<file path="config.mk">
export PLATFORM = sky130hd
export DESIGN_NAME = down_counter_flat
export DESIGN_NICKNAME = d
export VERILOG_FILES = /design/src/rtl/down_counter_pkg.sv /design/src/rtl/down_counter_if.sv /design/src/rtl/down_counter_ctrl.sv /design/src/rtl/down_counter.sv /design/src/flat_wrapper.sv
export SDC_FILE = /design/constraint.sdc
export NUM_CORES = 1
export LEC_CHECK = 0
export CAP_MARGIN = 20
export CORE_UTILIZATION = 49
export CTS_CLUSTER_SIZE = 10
export DETAILED_ROUTE_END_ITERATION = 8
export PLACE_DENSITY = 0.79
export SLEW_MARGIN = 20
export SYNTH_ARGS = -nofsm -noshare
export SYNTH_HDL_FRONTEND = slang
export SYNTH_HIERARCHICAL = 1
export SYNTH_SLANG_ARGS = --single-unit
</file>
<file path="constraint.sdc">
create_clock -name CLK -period 3 [get_ports CLK]
set_clock_uncertainty 0.15 [all_clocks]
set_input_delay 0.3 -clock CLK [delete_from_list [all_inputs] [get_ports CLK]]
set_output_delay 0.3 -clock CLK [all_outputs]
set_load 0.01 [all_outputs]
</file>
<file path="src/rtl/down_counter_pkg.sv">
// rtl/down_counter_pkg.sv - shared constants for the down-counter timer
//
// Purpose: state encodings, mode encodings and the default width/range
// shared with the mod-31 up-counter.
// Ports: none (package).
package down_counter_pkg;

  localparam int DC_WIDTH   = 5;
  localparam int DC_MODULUS = 31;

  // RUN/HALT state encoding (kept as plain constants for legacy netlists)
  localparam logic [0:0] ST_RUN  = 1'b0;
  localparam logic [0:0] ST_HALT = 1'b1;

  // MODE input encodings
  localparam logic MODE_RELOAD  = 1'b0;
  localparam logic MODE_ONESHOT = 1'b1;

endpackage

</file>
<file path="src/rtl/down_counter_if.sv">
// rtl/down_counter_if.sv - control/status bundle of the down-counter timer
//
// Purpose: groups load/enable/mode inputs and count/status outputs.
// Signals: LD, EN, ET, MODE, D (to counter); Q, B, TC, BUSY (from counter).
// Modports: master drives controls and observes status; slave is the counter.
interface down_counter_if
  import down_counter_pkg::*;
#(
  parameter int WIDTH = DC_WIDTH
);

  logic             LD;
  logic             EN;
  logic             ET;
  logic             MODE;
  logic [WIDTH-1:0] D;
  logic [WIDTH-1:0] Q;
  logic             B;
  logic             TC;
  logic             BUSY;

  modport master (
    output LD, EN, ET, MODE, D,
    input  Q, B, TC, BUSY
  );

  modport slave (
    input  LD, EN, ET, MODE, D,
    output Q, B, TC, BUSY
  );

endinterface

</file>
<file path="src/rtl/down_counter_ctrl.sv">
// rtl/down_counter_ctrl.sv - RUN/HALT state machine and borrow register
//
// Purpose: decides when the datapath counts, tracks one-shot completion and
// produces the registered one-cycle borrow pulse.
// Ports:
//   CLK      rising-edge clock
//   RD       asynchronous active-high reset
//   ld       synchronous load request
//   en, et   parallel and trickle count enables
//   mode     0 = auto-reload, 1 = one-shot (sampled only when counting at zero)
//   at_zero  current count is zero
//   count_en datapath may count on this edge
//   run      state is RUN (drives BUSY and gates TC)
//   b        registered borrow pulse
module down_counter_ctrl
  import down_counter_pkg::*;
(
  input  logic CLK,
  input  logic RD,
  input  logic ld,
  input  logic en,
  input  logic et,
  input  logic mode,
  input  logic at_zero,
  output logic count_en,
  output logic run,
  output logic b
);

  logic [0:0] state;

  assign run      = (state == ST_RUN);
  // Load has priority, so a load edge is never a count edge.
  assign count_en = !ld && en && et && run;

  always_ff @(posedge CLK or posedge RD) begin
    if (RD) begin
      state <= ST_RUN;
      b     <= 1'b0;
    end else if (ld) begin
      state <= ST_RUN;
      b     <= 1'b0;
    end else if (count_en && at_zero) begin
      b <= 1'b1;
      if (mode == MODE_ONESHOT) begin
        state <= ST_HALT;
      end
    end else begin
      b <= 1'b0;
    end
  end

endmodule

</file>
<file path="src/rtl/down_counter.sv">
// rtl/down_counter.sv - loadable cascadable down-counter/timer (0..MODULUS-1)
//
// Purpose: counts from a loaded value to zero, pulses B on the zero count,
// then reloads from the captured reload value or halts (one-shot).
// Ports:
//   CLK  rising-edge clock
//   RD   asynchronous active-high reset
//   bus  slave side of down_counter_if: LD, EN, ET, MODE, D in;
//        Q (count), B (borrow pulse), TC (terminal count), BUSY out
module down_counter
  import down_counter_pkg::*;
#(
  parameter int WIDTH   = DC_WIDTH,
  parameter int MODULUS = DC_MODULUS
) (
  input  logic          CLK,
  input  logic          RD,
  down_counter_if.slave bus
);

  localparam logic [WIDTH-1:0] MAX_V = WIDTH'(MODULUS - 1);

  logic [WIDTH-1:0] q;
  logic [WIDTH-1:0] r;
  logic [WIDTH-1:0] ld_val;
  logic             at_zero;
  logic             count_en;
  logic             run;

  assign at_zero = (q == '0);
  // Out-of-range load values saturate to the top of the count range.
  assign ld_val  = (bus.D > MAX_V) ? MAX_V : bus.D;

  down_counter_ctrl u_ctrl (
    .CLK      (CLK),
    .RD       (RD),
    .ld       (bus.LD),
    .en       (bus.EN),
    .et       (bus.ET),
    .mode     (bus.MODE),
    .at_zero  (at_zero),
    .count_en (count_en),
    .run      (run),
    .b        (bus.B)
  );

  always_ff @(posedge CLK or posedge RD) begin
    if (RD) begin
      q <= '0;
      r <= MAX_V;
    end else if (bus.LD) begin
      q <= ld_val;
      r <= ld_val;
    end else if (count_en) begin
      if (!at_zero) begin
        q <= q - WIDTH'(1);
      end else if (bus.MODE == MODE_RELOAD) begin
        q <= r;
      end
      // one-shot at zero: q stays 0 while the FSM halts
    end
  end

  assign bus.Q    = q;
  // Built from registers and ET only, so cascades see no path from D/LD/MODE.
  assign bus.TC   = at_zero & bus.ET & run;
  assign bus.BUSY = run;

endmodule

</file>
<file path="src/flat_wrapper.sv">
// flat-port wrapper written by rule: the top's interface ports become plain ports
module down_counter_flat import down_counter_pkg::*;
#(
  parameter int WIDTH   = DC_WIDTH,
  parameter int MODULUS = DC_MODULUS
)
  (CLK, RD, bus_LD, bus_EN, bus_ET, bus_MODE, bus_D, bus_Q, bus_B, bus_TC, bus_BUSY);
  down_counter_if #(.WIDTH(WIDTH)) bus_i ();
  input  logic CLK;
  input  logic RD;
  input wire logic [$bits(bus_i.LD)-1:0] bus_LD;
  input wire logic [$bits(bus_i.EN)-1:0] bus_EN;
  input wire logic [$bits(bus_i.ET)-1:0] bus_ET;
  input wire logic [$bits(bus_i.MODE)-1:0] bus_MODE;
  input wire logic [$bits(bus_i.D)-1:0] bus_D;
  output wire logic [$bits(bus_i.Q)-1:0] bus_Q;
  output wire logic [$bits(bus_i.B)-1:0] bus_B;
  output wire logic [$bits(bus_i.TC)-1:0] bus_TC;
  output wire logic [$bits(bus_i.BUSY)-1:0] bus_BUSY;
  assign bus_i.LD = bus_LD;
  assign bus_i.EN = bus_EN;
  assign bus_i.ET = bus_ET;
  assign bus_i.MODE = bus_MODE;
  assign bus_i.D = bus_D;
  assign bus_Q = bus_i.Q;
  assign bus_B = bus_i.B;
  assign bus_TC = bus_i.TC;
  assign bus_BUSY = bus_i.BUSY;
  down_counter #(.WIDTH(WIDTH), .MODULUS(MODULUS)) u_core (.CLK(CLK), .RD(RD), .bus(bus_i));
endmodule
</file>
==> impl_summary.log <==
INFO  metric dr.pass1.iters = 4
INFO  metric grt_start_max_net_pins = 23
INFO  metric io_pins = 19
INFO  metric grt_use_met1 = 30.9%
INFO  metric place_area = 881 um^2
INFO  metric timing.critical_path.slowest_cell_delay = 0.56 ns
INFO  metric power.share.switching = 27.9%
INFO  metric intPower = 0.000303 W
INFO  metric cellPowerDensity = 456 mW/mm^2
INFO  metric groute.layer.met2.usage = 41.4%
INFO  metric n_fill_cell = 114
INFO  metric met3_usage = 5.68%
INFO  metric final_cell_area = 921 um^2
INFO  metric detail_routed_net_length_per_standard_cell = 14.5 um
INFO  metric num-nets-final = 107
INFO  metric final_setup_violation_count = 0
INFO  metric timing.critical_path.cells = inv_1, ha_1, or4b_4, clkinv_8, and3_1, clkdlybuf4s50_1
INFO  metric antenna_cells = 0
INFO  metric detail_route.drc_violations = 0
INFO  metric initial_core_utilization = 53.3%
INFO  metric clock_sinks = 12
INFO  metric mostFrequentLayoutCells = clkdlybuf4s50_1, inv_1, dfrtp_1
INFO  metric register_area = 305 um^2
INFO  metric ys_ff_latch = 12
INFO  metric startpoint_of_the_lowest_slack_register_to_register_path = u_core/bus.Q[0]$_DFFE_PP0P_
INFO  metric clockPowerShare = 30.9%
INFO  metric post-synth-top-area-fraction = 28.9%
INFO  metric hpwlAfterDp = 1170 um
INFO  metric cp_delay_by_family_top = buffers and inverters
INFO  metric worst-r2r-setup-slack = 0.92 ns
INFO  metric top_usage_layer = met2
INFO  metric worst_slew_margin_rel = 70.5%
INFO  metric outcome = finished, final reports clean
INFO  metric design.core.area = 0.00130 mm^2
INFO  metric r2r-end = u_core/bus.Q[0]$_DFFE_PP0P_
INFO  metric cts_resized = 0
INFO  metric hold_fix_buffers_cts = 0
INFO  metric worst_ep_required_time = 2.55 ns
INFO  metric vias = 617
INFO  metric grt_antenna_before_repair = 0
INFO  metric cts.root.buffer_cell = clkbuf_4
INFO  metric grt_overflow = 0
INFO  metric finalHoldViolations = 0
INFO  metric tns = 0 ns
INFO  metric totalWireLength = 1580 um
INFO  metric global_route.usage.total = 24.4%
INFO  metric synth_warnings = 6
INFO  metric post_cts_buffers = 0
INFO  metric crit_path_max_fanout = 6
INFO  metric cts-buffers-inserted = 3
INFO  metric cp_data_arrival_time = 2.35 ns
INFO  metric share_comb_of_total_power = 23.0%
INFO  metric die_h = 39.6 um
INFO  metric cts_tree = done
INFO  metric worst_pin_slew = 0.439 ns
INFO  metric worst_setup_path_end_kind = output pin
INFO  metric finalHoldWorstSlack = 0.0555 ns
INFO  metric multi_input_comb_area = 315 um^2
INFO  metric seq_power_share = 46.1%
INFO  metric max_freq = 357 MHz
INFO  metric final_antenna_net_count = 0
INFO  metric rr_worst_depth = 7
INFO  metric synth.top_cells.by_area = dfrtp_1, dfstp_2, inv_1
INFO  metric synth.avg_cell_area = 9.37 um^2
INFO  metric netSwitchingPower = 0.000117 W
INFO  metric min_period = 2.80 ns
INFO  metric syn_inst = 74
INFO  metric synthToLayoutAreaGrowth = 32.9%
INFO  metric synth_fp_nets = 86
INFO  metric total_of_buffers_placed_on_input_and_output_ports = 18
INFO  metric synth-seq-area-share = 44.0%
INFO  metric leakage = 0.400 nW
INFO  metric cts.reportedPaths.clkPinSlew = 0.08 ns
INFO  metric htreeDepth = 1
INFO  metric netlist-cell-type-count = 31
INFO  metric netlist.top_cell.by_area = dfrtp_1
INFO  metric via_density_per_instance = 5.66
INFO  metric class_of_the_tightest_hold_or_removal_check = primary input to asynchronous set/reset pin
INFO  metric detail_route.iter0.violations = 15
INFO  metric clk-insertion-delay-late = 0.27 ns
INFO  metric final_min_period_over_clock_period = 93.3%
INFO  metric critical_path_buf_inv_count = 3
INFO  metric synthesis.area = 693 um^2
INFO  metric maximum_clock_path_buffer_count = 2
INFO  metric drv_cap = 0
INFO  metric std_cell_rows = 13
INFO  metric layout_commonest_cell = clkdlybuf4s50_1
INFO  metric criticalPathCategory = register to output pin
INFO  metric design.die.area = 0.00157 mm^2
INFO  metric worstSetupStartpointType = register
INFO  metric rsz0062_at_grt = false
INFO  metric irDropWorstVdd = 0.250 mV
INFO  metric gpl.final_weighted_congestion = 0.873
INFO  metric via_count_of_the_first_global_routing_pass = 569
INFO  metric cp_slowest_cell = or4b_4
INFO  metric slew_viol_final = 0
INFO  metric grt_first_pass_wirelength = 2510 um
INFO  metric post_route_cells_drive_above_1_share = 18.1%
INFO  metric die_x = 39.6 um
==> kinds of logic after synthesis <==
family,Yosys count,share of synthesized area (%)
muxes,2,3.25
adders and majority gates,1,1.80
buffers and inverters,15,11.0
and+or+nand+nor,21,16.6
DFF,12,44.0
AOI/OAI and AO/OA,23,23.3
==> cell type report <==
type / instances / area share, %
flip-flops and latches: 12 / 33.2
inverters: 12 / 6.25
multi-input cells: 47 / 34.2
well taps: 15 / 2.04
clock buffers: 4 / 3.94
repair buffers: 19 / 20.4
==> registers in the layout (all words and copies together), names as in the netlist <==
| name | cells |
|---|---|
| u_core/u_ctrl/b | 1 |
| u_core/u_ctrl/state | 1 |
| u_core/r | 5 |
| u_core/bus.Q | 5 |
==> worst max path at each step <==
stage,cells after the start,end,slack (ns),from
floorplan,8,u_core/bus.Q[0]$_DFFE_PP0P_,0.99,u_core/bus.Q[0]$_DFFE_PP0P_
finish,6,bus_TC,0.20,u_core/bus.Q[0]$_DFFE_PP0P_
global placement,6,bus_TC,0.43,u_core/bus.Q[0]$_DFFE_PP0P_
detailed placement,6,bus_TC,0.38,u_core/bus.Q[0]$_DFFE_PP0P_
CTS,6,bus_TC,0.07,u_core/bus.Q[0]$_DFFE_PP0P_
global route,6,bus_TC,0.1,u_core/bus.Q[0]$_DFFE_PP0P_
==> metal layers <==
metal / share of wire, % / wire [um]
met5: 0 / 0
met4: 0 / 0
met3: 3.0 / 48
met1: 47 / 740
met2: 50 / 794
==> metrics by stage <==
stage	total power, W	cells	util, %	setup WS, ns
2_1_floorplan	0.000246	74	-	0.989
3_3_place_gp	0.000288	105	67.7	0.431
3_5_place_dp	0.000291	105	67.7	0.377
4_1_cts	0.000423	109	70.5	0.0682
5_1_grt	0.000444	109	70.8	0.0966
6_report	0.000420	109	70.8	0.200
==> cell usage after synthesis <==
| cell type | count |
|---|---|
| a22oi_1 | 1 |
| nor2_1 | 4 |
| nand3_1 | 1 |
| nand4_1 | 2 |
| dfstp_2 | 4 |
| a211oi_1 | 2 |
| o31ai_1 | 1 |
| a21boi_2 | 1 |
| ha_1 | 1 |
| a211oi_2 | 1 |
| clkinv_8 | 1 |
| o22ai_1 | 1 |
| dfrtp_1 | 8 |
| buf_6 | 1 |
| nor3_1 | 2 |
| mux2_2 | 2 |
| o211ai_1 | 2 |
| o21ai_0 | 5 |
| nor4b_2 | 1 |
| or4b_1 | 1 |
| o21ai_1 | 2 |
| clkbuf_1 | 2 |
| nand2b_1 | 2 |
| o211a_1 | 1 |
| o31a_1 | 1 |
| and3_1 | 1 |
| nor2_2 | 1 |
| a21oi_1 | 3 |
| inv_1 | 11 |
| a41oi_1 | 2 |
| nand2_1 | 6 |
==> power by group through the flow <==
| stage | logic (W) | registers [W] | clock network, W |
|---|---|---|---|
| floorplan | 0.0000496 | 0.000197 | 0 |
| global placement | 0.0000930 | 0.000195 | 0 |
| detailed placement | 0.0000946 | 0.000196 | 0 |
| CTS | 0.0000957 | 0.000193 | 0.000134 |
| global route | 0.000106 | 0.000196 | 0.000142 |
| finish | 0.0000963 | 0.000194 | 0.000130 |
(Power assumes the default switching activity.)
